--- src/rtl/act_mem_loader.sv ---
// act_mem_loader: streams DATA_W words into one half of the activation memory.
// Macro ACT_LOADER_CHECKSUM_EN adds a running sum of accepted words on checksum_o.
//
// Ports:
//   clk_i, rst_ni            clock, async active-low reset
//   start_i, abort_i         transfer control
//   buffer_sel_i             0 = lower half, 1 = upper half
//   base_off_i, n_words_i    transfer start offset and length
//   in_valid_i/in_data_i     input stream, in_ready_o back-pressure
//   mem_wr_en_o/addr/wdata/be  registered SRAM write port
//   busy_o, done_o, err_o    status: busy, completion pulse, sticky wrap error
//   checksum_o               running checksum (zero unless the macro is defined)
module act_mem_loader #(
    parameter int DATA_W        = 32,
    parameter int ADDR_W        = 14,
    parameter int BYTES_PER_ROW = 4,
    parameter int CNT_W         = 12
) (
    input  logic                     clk_i,
    input  logic                     rst_ni,
    input  logic                     start_i,
    input  logic                     abort_i,
    input  logic                     buffer_sel_i,
    input  logic [ADDR_W-2:0]        base_off_i,
    input  logic [CNT_W-1:0]         n_words_i,
    input  logic                     in_valid_i,
    input  logic [DATA_W-1:0]        in_data_i,
    output logic                     in_ready_o,
    output logic                     mem_wr_en_o,
    output logic [ADDR_W-1:0]        mem_addr_o,
    output logic [DATA_W-1:0]        mem_wdata_o,
    output logic [BYTES_PER_ROW-1:0] mem_be_o,
    output logic                     busy_o,
    output logic                     done_o,
    output logic                     err_o,
    output logic [DATA_W-1:0]        checksum_o
);

    localparam int OFF_W = ADDR_W - 1;

    typedef enum logic {
        IDLE,
        LOAD
    } state_t;

    state_t                   state_q, state_d;
    logic                     sel_q, sel_d;
    logic [OFF_W-1:0]         off_q, off_d;
    logic [CNT_W-1:0]         rem_q, rem_d;
    logic                     wrap_q, wrap_d;
    logic                     wr_en_q, wr_en_d;
    logic [ADDR_W-1:0]        addr_q, addr_d;
    logic [DATA_W-1:0]        wdata_q, wdata_d;
    logic [BYTES_PER_ROW-1:0] be_q, be_d;
    logic                     done_q, done_d;
    logic                     err_q, err_d;
`ifdef ACT_LOADER_CHECKSUM_EN
    logic [DATA_W-1:0]        csum_q, csum_d;
`endif

    logic             hs;
    logic [OFF_W:0]   off_inc;

    assign in_ready_o = (state_q == LOAD);
    assign busy_o     = (state_q == LOAD);
    // A word presented together with abort is flushed, not written.
    assign hs         = in_valid_i & in_ready_o & ~abort_i;
    assign off_inc    = {1'b0, off_q} + (OFF_W + 1)'(BYTES_PER_ROW);

    always_comb begin
        state_d = state_q;
        sel_d   = sel_q;
        off_d   = off_q;
        rem_d   = rem_q;
        wrap_d  = wrap_q;
        wr_en_d = 1'b0;
        addr_d  = '0;
        wdata_d = '0;
        be_d    = '0;
        done_d  = 1'b0;
        err_d   = err_q;
`ifdef ACT_LOADER_CHECKSUM_EN
        csum_d  = csum_q;
`endif
        unique case (state_q)
            IDLE: begin
                if (start_i) begin
                    sel_d  = buffer_sel_i;
                    off_d  = base_off_i & ~OFF_W'(BYTES_PER_ROW - 1);
                    rem_d  = n_words_i;
                    wrap_d = 1'b0;
                    err_d  = 1'b0;
`ifdef ACT_LOADER_CHECKSUM_EN
                    csum_d = '0;
`endif
                    if (n_words_i == '0) begin
                        done_d = 1'b1;
                    end else begin
                        state_d = LOAD;
                    end
                end
            end
            LOAD: begin
                if (abort_i) begin
                    state_d = IDLE;
                end else if (hs) begin
                    wr_en_d = 1'b1;
                    addr_d  = {sel_q, off_q};
                    wdata_d = in_data_i;
                    be_d    = '1;
                    off_d   = off_inc[OFF_W-1:0];
                    rem_d   = rem_q - CNT_W'(1);
                    // The offset has wrapped; the error is raised together
                    // with the first write landing at the buffer start.
                    if (off_inc[OFF_W]) wrap_d = 1'b1;
                    if (wrap_q) err_d = 1'b1;
`ifdef ACT_LOADER_CHECKSUM_EN
                    csum_d  = csum_q + in_data_i;
`endif
                    if (rem_q == CNT_W'(1)) begin
                        done_d  = 1'b1;
                        state_d = IDLE;
                    end
                end
            end
            default: state_d = IDLE;
        endcase
    end

    always_ff @(posedge clk_i or negedge rst_ni) begin
        if (!rst_ni) begin
            state_q <= IDLE;
            sel_q   <= 1'b0;
            off_q   <= '0;
            rem_q   <= '0;
            wrap_q  <= 1'b0;
            wr_en_q <= 1'b0;
            addr_q  <= '0;
            wdata_q <= '0;
            be_q    <= '0;
            done_q  <= 1'b0;
            err_q   <= 1'b0;
        end else begin
            state_q <= state_d;
            sel_q   <= sel_d;
            off_q   <= off_d;
            rem_q   <= rem_d;
            wrap_q  <= wrap_d;
            wr_en_q <= wr_en_d;
            addr_q  <= addr_d;
            wdata_q <= wdata_d;
            be_q    <= be_d;
            done_q  <= done_d;
            err_q   <= err_d;
        end
    end

`ifdef ACT_LOADER_CHECKSUM_EN
    always_ff @(posedge clk_i or negedge rst_ni) begin
        if (!rst_ni) begin
            csum_q <= '0;
        end else begin
            csum_q <= csum_d;
        end
    end

    assign checksum_o = csum_q;
`else
    assign checksum_o = '0;
`endif

    assign mem_wr_en_o = wr_en_q;
    assign mem_addr_o  = addr_q;
    assign mem_wdata_o = wdata_q;
    assign mem_be_o    = be_q;
    assign done_o      = done_q;
    assign err_o       = err_q;

endmodule

--- config.mk ---
export PLATFORM = sky130hd
export DESIGN_NAME = act_mem_loader
export DESIGN_NICKNAME = d
export VERILOG_FILES = /design/src/rtl/act_mem_loader.sv
export SDC_FILE = /design/constraint.sdc
export NUM_CORES = 1
export LEC_CHECK = 0
export BUFFER_PORTS_ARGS = -buffer_cell sky130_fd_sc_hd__buf_2
export CORE_MARGIN = 1.5
export CORE_UTILIZATION = 51
export CTS_CLUSTER_DIAMETER = 40
export DETAILED_ROUTE_END_ITERATION = 10
export HOLD_SLACK_MARGIN = 0.12
export PLACE_DENSITY = 0.87
export SLEW_MARGIN = 40
export SYNTH_ARGS = -nofsm -noshare
export SYNTH_HDL_FRONTEND = slang
export SYNTH_SLANG_ARGS = --single-unit
--- constraint.sdc ---
create_clock -name clk_i -period 5.51 [get_ports clk_i]
set_input_delay 0.8265 -clock clk_i [delete_from_list [all_inputs] [get_ports clk_i]]
set_output_delay 0.8265 -clock clk_i [all_outputs]
set_load 0.01 [all_outputs]
; Word level (Yosys, flattened, before mapping)
; Cells that the tools add are included.
[word_totals]
ff_bits = 81
input_bits = 63
out_inout_bits = 87
[classes]
add_sub_neg = 2
n_eq_ne = 6
n_mux = 41
bitwise_logic = 4
n_reduce_logical = 5
[op_table]
columns = op, n
row1 = two-way mux 32 bit, 3
row2 = two-way mux 14 bit, 3
row3 = two-way mux 13 bit, 3
row4 = two-way mux 12 bit, 3
row5 = one-hot mux 13 bit (2 select lines), 1
row6 = one-hot mux 12 bit (2 select lines), 1
row7 = two-way mux 1 bit, 20
row8 = adder 13 x 3 -> 14 bit (second input constant), 1
row9 = equality test 12 x 1 -> 1 bit (second input constant), 1
row10 = zero test 12 bit, 1
row11 = two-way mux 4 bit, 3
row12 = subtractor 12 x 1 -> 12 bit (second input constant), 1
row13 = one-hot mux 1 bit (2 select lines), 4
row14 = AND reduction 4 bit, 2
row15 = != test 2 x 1 -> 1 bit (second input constant), 3
row16 = != test 2 bit (second input constant), 2
row17 = AND reduction 3 bit, 1
row18 = AND 1 bit, 2
row19 = inverter 1 bit, 2
row20 = AND reduction 2 bit, 1

; Longest topological paths before layout
; Gate-level depths: netlist of the first run.
[depth]
ltp_word = 5
ltp_mapped = 7

; Worst setup path after synthesis of the first run
; OpenSTA, ideal clock, no wires.
[synth_timing]
path_type = input to register
start = input port abort_i
end = register rem_q[11]
setup_time_ns = 0.130
arrival_ns = 1.949
t_required_ns = 5.380
setup_slack_ns = 3.431
path_stages = 7
path_buffers = 2
path_cell_list = nand3b_1 -> inv_1 -> clkbuf_1 -> clkbuf_1 -> nand2_1 -> nor4_1 -> nor3_1
[synth_between]
elab_chain_len = 4
[synth_lines]
columns = element, line_no
row1 = from (decl), 22  ; input logic abort_i,
row2 = inverter 1 bit, 67  ; assign hs = in_valid_i & in_ready_o & ~abort_i;
row3 = AND 1 bit, 67
row4 = != test 2 x 1 -> 1 bit (no line), --
row5 = AND reduction 3 bit (no line) *, --
row6 = to (signal assigned), 147  ; rem_q <= rem_d;
row7 = to (decl), 49  ; logic [CNT_W-1:0] rem_q, rem_d;
; Every way passes the cells marked *; elsewhere a longest branch is shown, timed or not.
; A chain may end at the register's enable or synchronous reset.

; Final worst setup path of the first run
[layout_timing]
start = register state_q, in the netlist busy_o
end = register rem_q[9]
[layout_between]
elab_chain_len = 4
[layout_lines]
columns = element, line_no
row1 = from (decl), 46  ; state_t state_q, state_d;
row2 = from (signal assigned), 144  ; state_q <= state_d;
row3 = AND 1 bit (2 in series), 67
row4 = != test 2 x 1 -> 1 bit (no line), --
row5 = AND reduction 3 bit (no line), --
; Parallel ways exist; a longest one is shown, timed or not.

==> results of run 1 <==
## worst max path at each step
stage	startpoint	slack, ns	to
2_1_floorplan	abort_i	3.43	rem_q[11]
3_3_place_gp	abort_i	2.49	rem_q[9]
3_5_place_dp	abort_i	2.38	rem_q[9]
4_1_cts	busy_o	2.43	rem_q[9]
5_1_grt	busy_o	2.18	rem_q[9]
6_report	busy_o	2.41	rem_q[9]
## worst max-delay path, cell delays in order, from the launching register on
cell and delay (ns):
dfrtp_1 0.85, nand3b_1 0.49, inv_1 0.63, nand3_1 0.28, or4_2 0.60, a31oi_1 0.17
## cell type report
type / count / area, um^2
Fill cell: 508 / 2350
Sequential cell: 74 / 1850
Multi-Input combinational cell: 216 / 1260
Timing Repair Buffer: 116 / 589
Clock buffer: 9 / 124
Tap cell: 77 / 96.3
Clock inverter: 7 / 46.3
Inverter: 8 / 30.0
## kinds of logic (layout without fill, tap and decap cells)
family	Yosys count	in the layout	share of synthesized area [%]
XOR/XNOR	5	5	1.31
multiplexers	3	3	0.895
buffers and inverters	60	140	11.0
AND/OR/NAND/NOR	121	121	20.1
flip-flops	74	74	55.2
AO/OA/AOI/OAI	51	51	10.3
adder cells (fa/ha/maj)	3	3	1.12
other	1	33	0.112
## state kept, by name, indices dropped and copies added (netlist names)
register	cells
err_o	1
wrap_q	1
rem_q	12
mem_addr_o	13
done_o	1
mem_wdata_o	32
busy_o	1
mem_be_o	1
sel_q	1
off_q	11
## stage by stage
step | utilization [%] | cells | cell area, um^2 | setup slack [ns] | power, mW
after global routing | 62.9 | 507 | 4000 | 2.18 | 1.37
after detailed placement | 60.2 | 491 | 3820 | 2.38 | 0.937
after global placement | 60.1 | 491 | 3820 | 2.49 | 0.921
after floorplan | - | 350 | 3470 | 3.43 | 0.859
after CTS | 62.9 | 507 | 4000 | 2.43 | 1.30
final | 62.9 | 507 | 4000 | 2.41 | 1.30
## routing by layer
layer / part of all wire (%) / up-vias / global-route usage, %
met1: 42 / 1239 / 27.8
met3: 9.1 / 7 / 6.43
met2: 48 / 150 / 35.5
met4: 1.0 / 0 / 8.49
li1: - / 1242 / -
met5: 0 / - / 0
## where the power goes
group	switching, mW	internal (mW)	total [mW]	leakage, nW
logic	0.142	0.105	0.247	1.08
registers	0.0776	0.606	0.684	0.964
clock network	0.202	0.162	0.365	0.0927
## cell usage in the layout, fill, tap and decap left out, types with 3 or more instances in the layout
master	count
buf_2	114
dfrtp_1	74
and2_1	41
conb_1	33
nor2_1	19
nand2_1	17
a21oi_1	17
nor4_1	10
clkbuf_8	9
inv_1	8
nand3_1	6
nand4_1	6
o22ai_1	6
o21ai_0	5
nor3_1	5
clkinv_2	4
nand2b_1	3
a211oi_1	3
xnor2_1	3
a221o_1	3
mux2i_1	3
ha_1	3
clkinv_4	3
==> results.toml, run 1 <==
[synthesis]
ys_seq_elements = 74
ys_top_cells_by_area = "dfrtp_1, buf_4, and2_1"
yosysMostFrequentCell = "dfrtp_1"
synthArstFlopShare_pct = 100
ys_seq_area_share_pct = 55.2
syn_inst = 318
synth.top_cell.area_share_pct = 55.2
syn_area_um2 = 3350
syn-mean-instance-area_um2 = 10.5
synth_area_leader_cell = "dfrtp_1"
ys.flop_type = "dfrtp_1"
synth_edf_count = 0
synth-warning-count = 0
synthTopCellsByCount = "dfrtp_1, and2_1, buf_4, nor2_1"
synth_cell_types = 46

[global_route]
grt_pass1_vias = 2464
grt_pass1_wl_um = 12100
grtUsageTotal_pct = 21.9
grt_overflow = 0
grt_max_degree = 75
antenna_found_initial = 0

[route]
drc = 0
firstDrtPassIters = 5
via_per_inst = 5.20
drt-initial-drc-count = 135
num_vias = 2638
ant_nets = 0
wl_per_cell_um = 14.8
routed_wl_um = 7500

[clock_tree]
cts_setup_buffers = 0
clk_pin_slew_worst_paths_ns = 0.08
holdBufCountCts = 0
post_cts_resized = 0
cts-root-buf = "clkbuf_8"
numCtsBuffers = 9
insertion_delay_ns = 0.34
cts_max_level = 3
clk_path_buf_depth = 2
cts.sinks = 74
cts_tree = "yes"

[floorplanning]
dieHeight_um = 84.1
die_area_um2 = 7070
dieWidth_um = 84.1
initial_core_util_pct = 52.8
row_count = 29
core_area_um2 = 6350
io_pins = 150

[timing]
min_period_ns = 3.10
fmax_mhz = 322
worstMarginPinSlew_ns = 0.777
tns_ns = 0
finalMaxSlewViolations = 0
maxSlewHeadroom_pct = 48.2
hold_slack_ns = 0.467
min_period_over_period_pct = 56.3
hold_violations = 0
skew_ns = 0.00631
setup_violations = 0
grt_setup_unrepaired = "false"

[hold_path]
hold_class = "primary input to async pin"

[setup_path]
regToRegSetupSlack_ns = 2.41
endpoint_kind = "flop"
worstPathMaxFanout = 24
worstReg2RegEnd = "rem_q[9]"
reg2reg_depth = 5
cp.required_ns = 5.78
reg2reg_from = "busy_o"
start_kind = "flop"
worst_ep_arrival_time_ns = 3.37
path_class = "flop to flop"

[placed_design]
port_buffers = 115
place.gp.congestion = 0.909
place_hpwl_um = 5210

[cells_and_area]
drive_gt1_share_pct = 32.6
antenna-diode-count = 0
syn_to_final_growth_pct = 19.1
final_net_count = 491

[power]
p_per_area_nw_per_um2 = 324
leakagePower_nw = 2.14
irDropWorstVdd_mv = 0.205

[run]
cap_violations = 0

[outcome]
status = "finished, final reports clean"
Power figures use the tool's default switching activity.
==> run 2, diff against run 1 <==
Settings changed: CORE_UTILIZATION 51 to 43, PLACE_DENSITY 0.87 to 0.78.
Clock period 5.51 ns to 2.5 ns, I/O delays scaled along.
==> run 2 against run 1 <==
Count of clock-buffer cells in the layout increased by 1. Flip-flop and latch count unchanged. Design area increased by 4.2%. Worst setup slack got worse by 1.9 ns. Power increased by 140%. Hold slack got worse by 0.24 ns. First-iteration DRC count increased by 50%. Die area increased by 18%.
==> results.toml, run 2 (synthesis gave the netlist of run 1 again) <==
[global_route]
antenna_found_initial = 0
grt_pass1_vias = 2545
grt_pass1_wl_um = 12300
grtUsageTotal_pct = 18.6
grt_max_degree = 49
grt_overflow = 0

[setup_path]
reg2reg_depth = 4
cp.required_ns = 2.71
endpoint_kind = "flop"
start_kind = "flop"
worst_ep_arrival_time_ns = 2.17
path_class = "flop to flop"
worstPathMaxFanout = 5

[power]
p_per_area_nw_per_um2 = 755
seqPwrFrac_pct = 47.5
clkPwrFrac_pct = 33.9
combPwrFrac_pct = 18.5
p_total_mw = 3.14
p_sw_uw = 959
leakagePower_nw = 2.21
irDropWorstVdd_mv = 0.268
internal_power_mw = 2.19
switching_share_pct = 30.5

[floorplanning]
die_area_um2 = 8340
io_pins = 150
row_count = 32
initial_core_util_pct = 43.9
dieWidth_um = 91.3
core_area_um2 = 7650
dieHeight_um = 91.3

[route]
drc = 0
wl_per_cell_um = 14.0
met1_length_um = 3130
num_vias = 2724
drt-initial-drc-count = 203
top_layer_used = "met4"
routed_wl_um = 7550
ant_nets = 0
wl_met2_um = 3570
via_per_inst = 5.04
route.met3.wl_um = 760
firstDrtPassIters = 5

[timing]
skew_ns = 0.00905
fmax_mhz = 511
maxSlewHeadroom_pct = 58.5
finalMaxSlewViolations = 0
hold_slack_ns = 0.227
grt_setup_unrepaired = "false"
min_period_over_period_pct = 78.3
tns_ns = 0
setup_violations = 0
hold_violations = 0
min_period_ns = 1.96
worstMarginPinSlew_ns = 0.623
setup_slack_ns = 0.542

[cells_and_area]
fillers = 680
final_common_cell = "buf_2"
syn_to_final_growth_pct = 24.1
antenna-diode-count = 0
final_net_count = 500
final_cell_mix = "buf_2, dfrtp_1, and2_1, conb_1, nor2_1"
drive_gt1_share_pct = 33.5
largest_reg_flops = 32

[clock_tree]
cts-root-buf = "clkbuf_8"
cts_tree = "yes"
cts.sinks = 74
cts_setup_buffers = 0
clk_path_buf_depth = 2
post_cts_resized = 0
numCtsBuffers = 9
cts_max_level = 3
holdBufCountCts = 1
clk_pin_slew_worst_paths_ns = 0.08
insertion_delay_ns = 0.34

[hold_path]
hold_class = "primary input to flop"
min_path_cells = 3

[placed_design]
dp_slack_ns = 0.517
port_buffers = 115
place.gp.congestion = 0.856
place_hpwl_um = 5450

[run]
cap_violations = 0

[outcome]
status = "finished, final reports clean"
[run 2: cell count changes in the layout (fill, tap and decap cells not counted), moves of 2 or more]
cell       change
bufinv_16      +2
buf_4          +7
clkinv_4       -2
inv_6          +3
clkinv_2       -4
[run 2: path summary, 6_finish.rpt]
check / startpoint / endpoint / slack [ns]
hold reg to reg: sel_q / sel_q / 0.47
hold / removal: buffer_sel_i / sel_q / 0.23
max in group asynchronous: rst_ni / mem_wdata_o[16] / 1.24
min in group asynchronous: rst_ni / mem_addr_o[2] / 0.60
setup reg to reg: rem_q[6] / busy_o / 0.54
setup / recovery: rem_q[6] / busy_o / 0.54
[run 2: per-layer routing]
layer	GRT usage (%)	vias to the layer above
met5	0	-
met2	30.3	170
met4	7.03	0
li1	-	1266
met3	4.61	15
met1	23.8	1273
[run 2: area by class of cell]
class | instances | area (um^2) | area share [%]
clock buffer | 10 | 138 | 3.31
sequential | 74 | 1850 | 44.5
tap | 102 | 128 | 3.07
inverter | 8 | 30.0 | 0.721
clock inverter | 6 | 95.1 | 2.28
multi-input combinational | 216 | 1250 | 30.1
timing repair buffer | 125 | 666 | 16.0
[run 2: power groups by stage]
stage	registers (mW)	logic [mW]	clock network [mW]
detailed placement	1.51	0.575	0
global route	1.52	0.652	1.14
CTS	1.49	0.581	1.09
finish	1.49	0.583	1.07
floorplan	1.49	0.408	0
global placement	1.50	0.560	0
[run 2: worst max-delay path, cell delays in order, from the launching register on]
cell and delay (ns):
dfrtp_1 0.44, or4_4 0.56, or3_4 0.37, nor4_1 0.34, o32ai_1 0.12
[run 2: stage by stage]
| stage | cells | instance area, um^2 | util, % |
|---|---|---|---|
| finish | 541 | 4160 | 54.4 |
| global route | 541 | 4160 | 54.4 |
| CTS | 541 | 4160 | 54.4 |
| detailed placement | 524 | 3920 | 51.3 |
| global placement | 524 | 3920 | 51.3 |
| floorplan | 350 | 3470 | - |
==> run 3, diff against run 2 <==
Settings changed: CORE_UTILIZATION 43 to 47, PLACE_DENSITY 0.78 to 0.81.
Clock period 2.5 ns to 1.9 ns, I/O delays scaled along.
==> run 3 against run 2 <==
The run now ends with setup timing left. Clock power rose by 12%. Global-route usage rose by 2.4 points. Critical path depth did not move. Power rose by 27%. Non-clock buffer count rose by 9. Cell count rose by 0.55%. First-iteration DRC count fell by 39%. Count of clock-buffer cells in the layout did not move. Via count rose by 0.95%. Sequential share of layout area fell by 0.33 points. Sequential power rose by 30%. Largest cell class unchanged.
==> results.toml, run 3 (synthesis gave the netlist of run 1 again) <==
[cells_and_area]
syn_to_final_growth_pct = 25.0
largest_reg_flops = 32
antenna-diode-count = 0
final_common_cell = "buf_2"
layoutNonFillerInstCount = 544
regArea_um2 = 1850
final_cell_mix = "buf_2, dfrtp_1, and2_1, conb_1, nor2_1"
final_net_count = 509
drive_gt1_share_pct = 34.8
fillers = 607
multiInputGateArea_um2 = 1260

[setup_path]
cp_num_cells = 4
critical_path.max_stage_delay_ns = 0.54
worstPathMaxFanout = 5
crit_chain = "or4_4 > or3_4 > o311a_1 > nor3_1"
start_kind = "flop"
cp.required_ns = 2.15
worst_ep_arrival_time_ns = 2.18
crit_buf_inv = 0
path_class = "flop to flop"
endpoint_kind = "flop"
cpMaxStageDelayCell = "or4_4"
reg2reg_depth = 4
critPathTopFamily = "simple AND/OR/NAND/NOR gates"

[global_route]
grt_max_degree = 39
grt_pass1_wl_um = 12100
antenna_found_initial = 0
grt_pass1_vias = 2490
grtUsageTotal_pct = 20.9
grt_overflow = 0

[timing]
maxSlewHeadroom_pct = 65.7
setup_violations = 2
min_period_ns = 1.93
hold_slack_ns = 0.145
fmax_mhz = 517
hold_violations = 0
finalMaxSlewViolations = 0
grt_setup_unrepaired = "true"
worstMarginPinSlew_ns = 0.514
setup_slack_ns = -0.0330
skew_ns = 0.0117
min_period_over_period_pct = 102

[placed_design]
place_hpwl_um = 5680
port_buffers = 115
dp.cells = 527
place.gp.congestion = 0.844

[route]
routed_wl_um = 7850
firstDrtPassIters = 4
wl_per_cell_um = 14.4
drt-initial-drc-count = 123
drc = 0
via_per_inst = 5.06
num_vias = 2750
ant_nets = 0

[floorplanning]
dieHeight_um = 87.5
io_pins = 150
dieWidth_um = 87.5
core_area_um2 = 6830
die_area_um2 = 7650
initial_core_util_pct = 49.1
row_count = 30

[clock_tree]
cts_tree = "yes"
cts-root-buf = "clkbuf_8"
cts_max_level = 3
cts.sinks = 74
cts_setup_buffers = 0
insertion_delay_ns = 0.34
clk_path_buf_depth = 2
clk_pin_slew_worst_paths_ns = 0.08
numCtsBuffers = 9

[hold_path]
min_path_cells = 2
hold_class = "primary input to flop"

[power]
combPwrFrac_pct = 21.1
p_sw_mw = 1.24
seqPwrFrac_pct = 48.9
irDropWorstVdd_mv = 0.410
clkPwrFrac_pct = 30.1
leakagePower_nw = 2.23
internal_power_mw = 2.73
p_per_area_nw_per_um2 = 948
switching_share_pct = 31.3

[outcome]
failed_checks = "setup timing"
status = "finished with violations"

[run]
cap_violations = 0
run 3: cell type report:
cell class	instances	share of cell area [%]
timing repair buffer	134	17.5
sequential	74	44.2
clock inverter	6	1.61
tap	96	2.86
multi-input combinational	216	30.1
inverter	8	0.716
clock buffer	10	3.04
run 3: stage by stage:
stage / util [%] / instance area (um^2) / setup TNS (ns) / power, mW / setup WS [ns]
final: 61.4 / 4190 / -0.0346 / 3.98 / -0.0330
after global placement: 58.3 / 3980 / 0 / 2.76 / 0.0572
after floorplan: - / 3470 / 0 / 2.49 / 0.0448
after global routing: 61.4 / 4190 / -0.0829 / 4.21 / -0.0413
after CTS: 61.3 / 4190 / 0 / 3.98 / 0.00439
after detailed placement: 58.3 / 3980 / 0 / 2.79 / 0.0125
run 3: path summary, 6_finish.rpt:
path | start | to | slack (ns)
max | rem_q[4] | rem_q[11] | -0.03
min | in_data_i[14] | mem_wdata_o[14] | 0.15
max reg2reg | rem_q[4] | rem_q[11] | -0.03
min reg2reg | sel_q | sel_q | 0.47
max in group asynchronous | rst_ni | mem_wdata_o[0] | 0.86
min in group asynchronous | rst_ni | rem_q[0] | 0.45
run 3: power groups by stage:
stage	Clock, mW	Combinational [mW]	Sequential, mW
after global routing	1.31	0.938	1.97
after floorplan	0	0.537	1.95
final	1.20	0.838	1.94
after global placement	0	0.805	1.95
after detailed placement	0	0.826	1.96
after CTS	1.22	0.832	1.93
run 3: per-layer routing:
metal,up-vias,part of all wire [%],global-route usage [%]
li1,1275,-,-
met1,1301,43,27.9
met2,165,46,32.1
met3,9,9.5,5.88
met4,0,1.5,8.66
met5,-,0,0
run 3: what timing repair did:
action                                  CTS  global route
resized for setup                         0             1
hold endpoints to repair                 36             0
hold buffers                              1             0
endpoints found under the setup margin    0             4
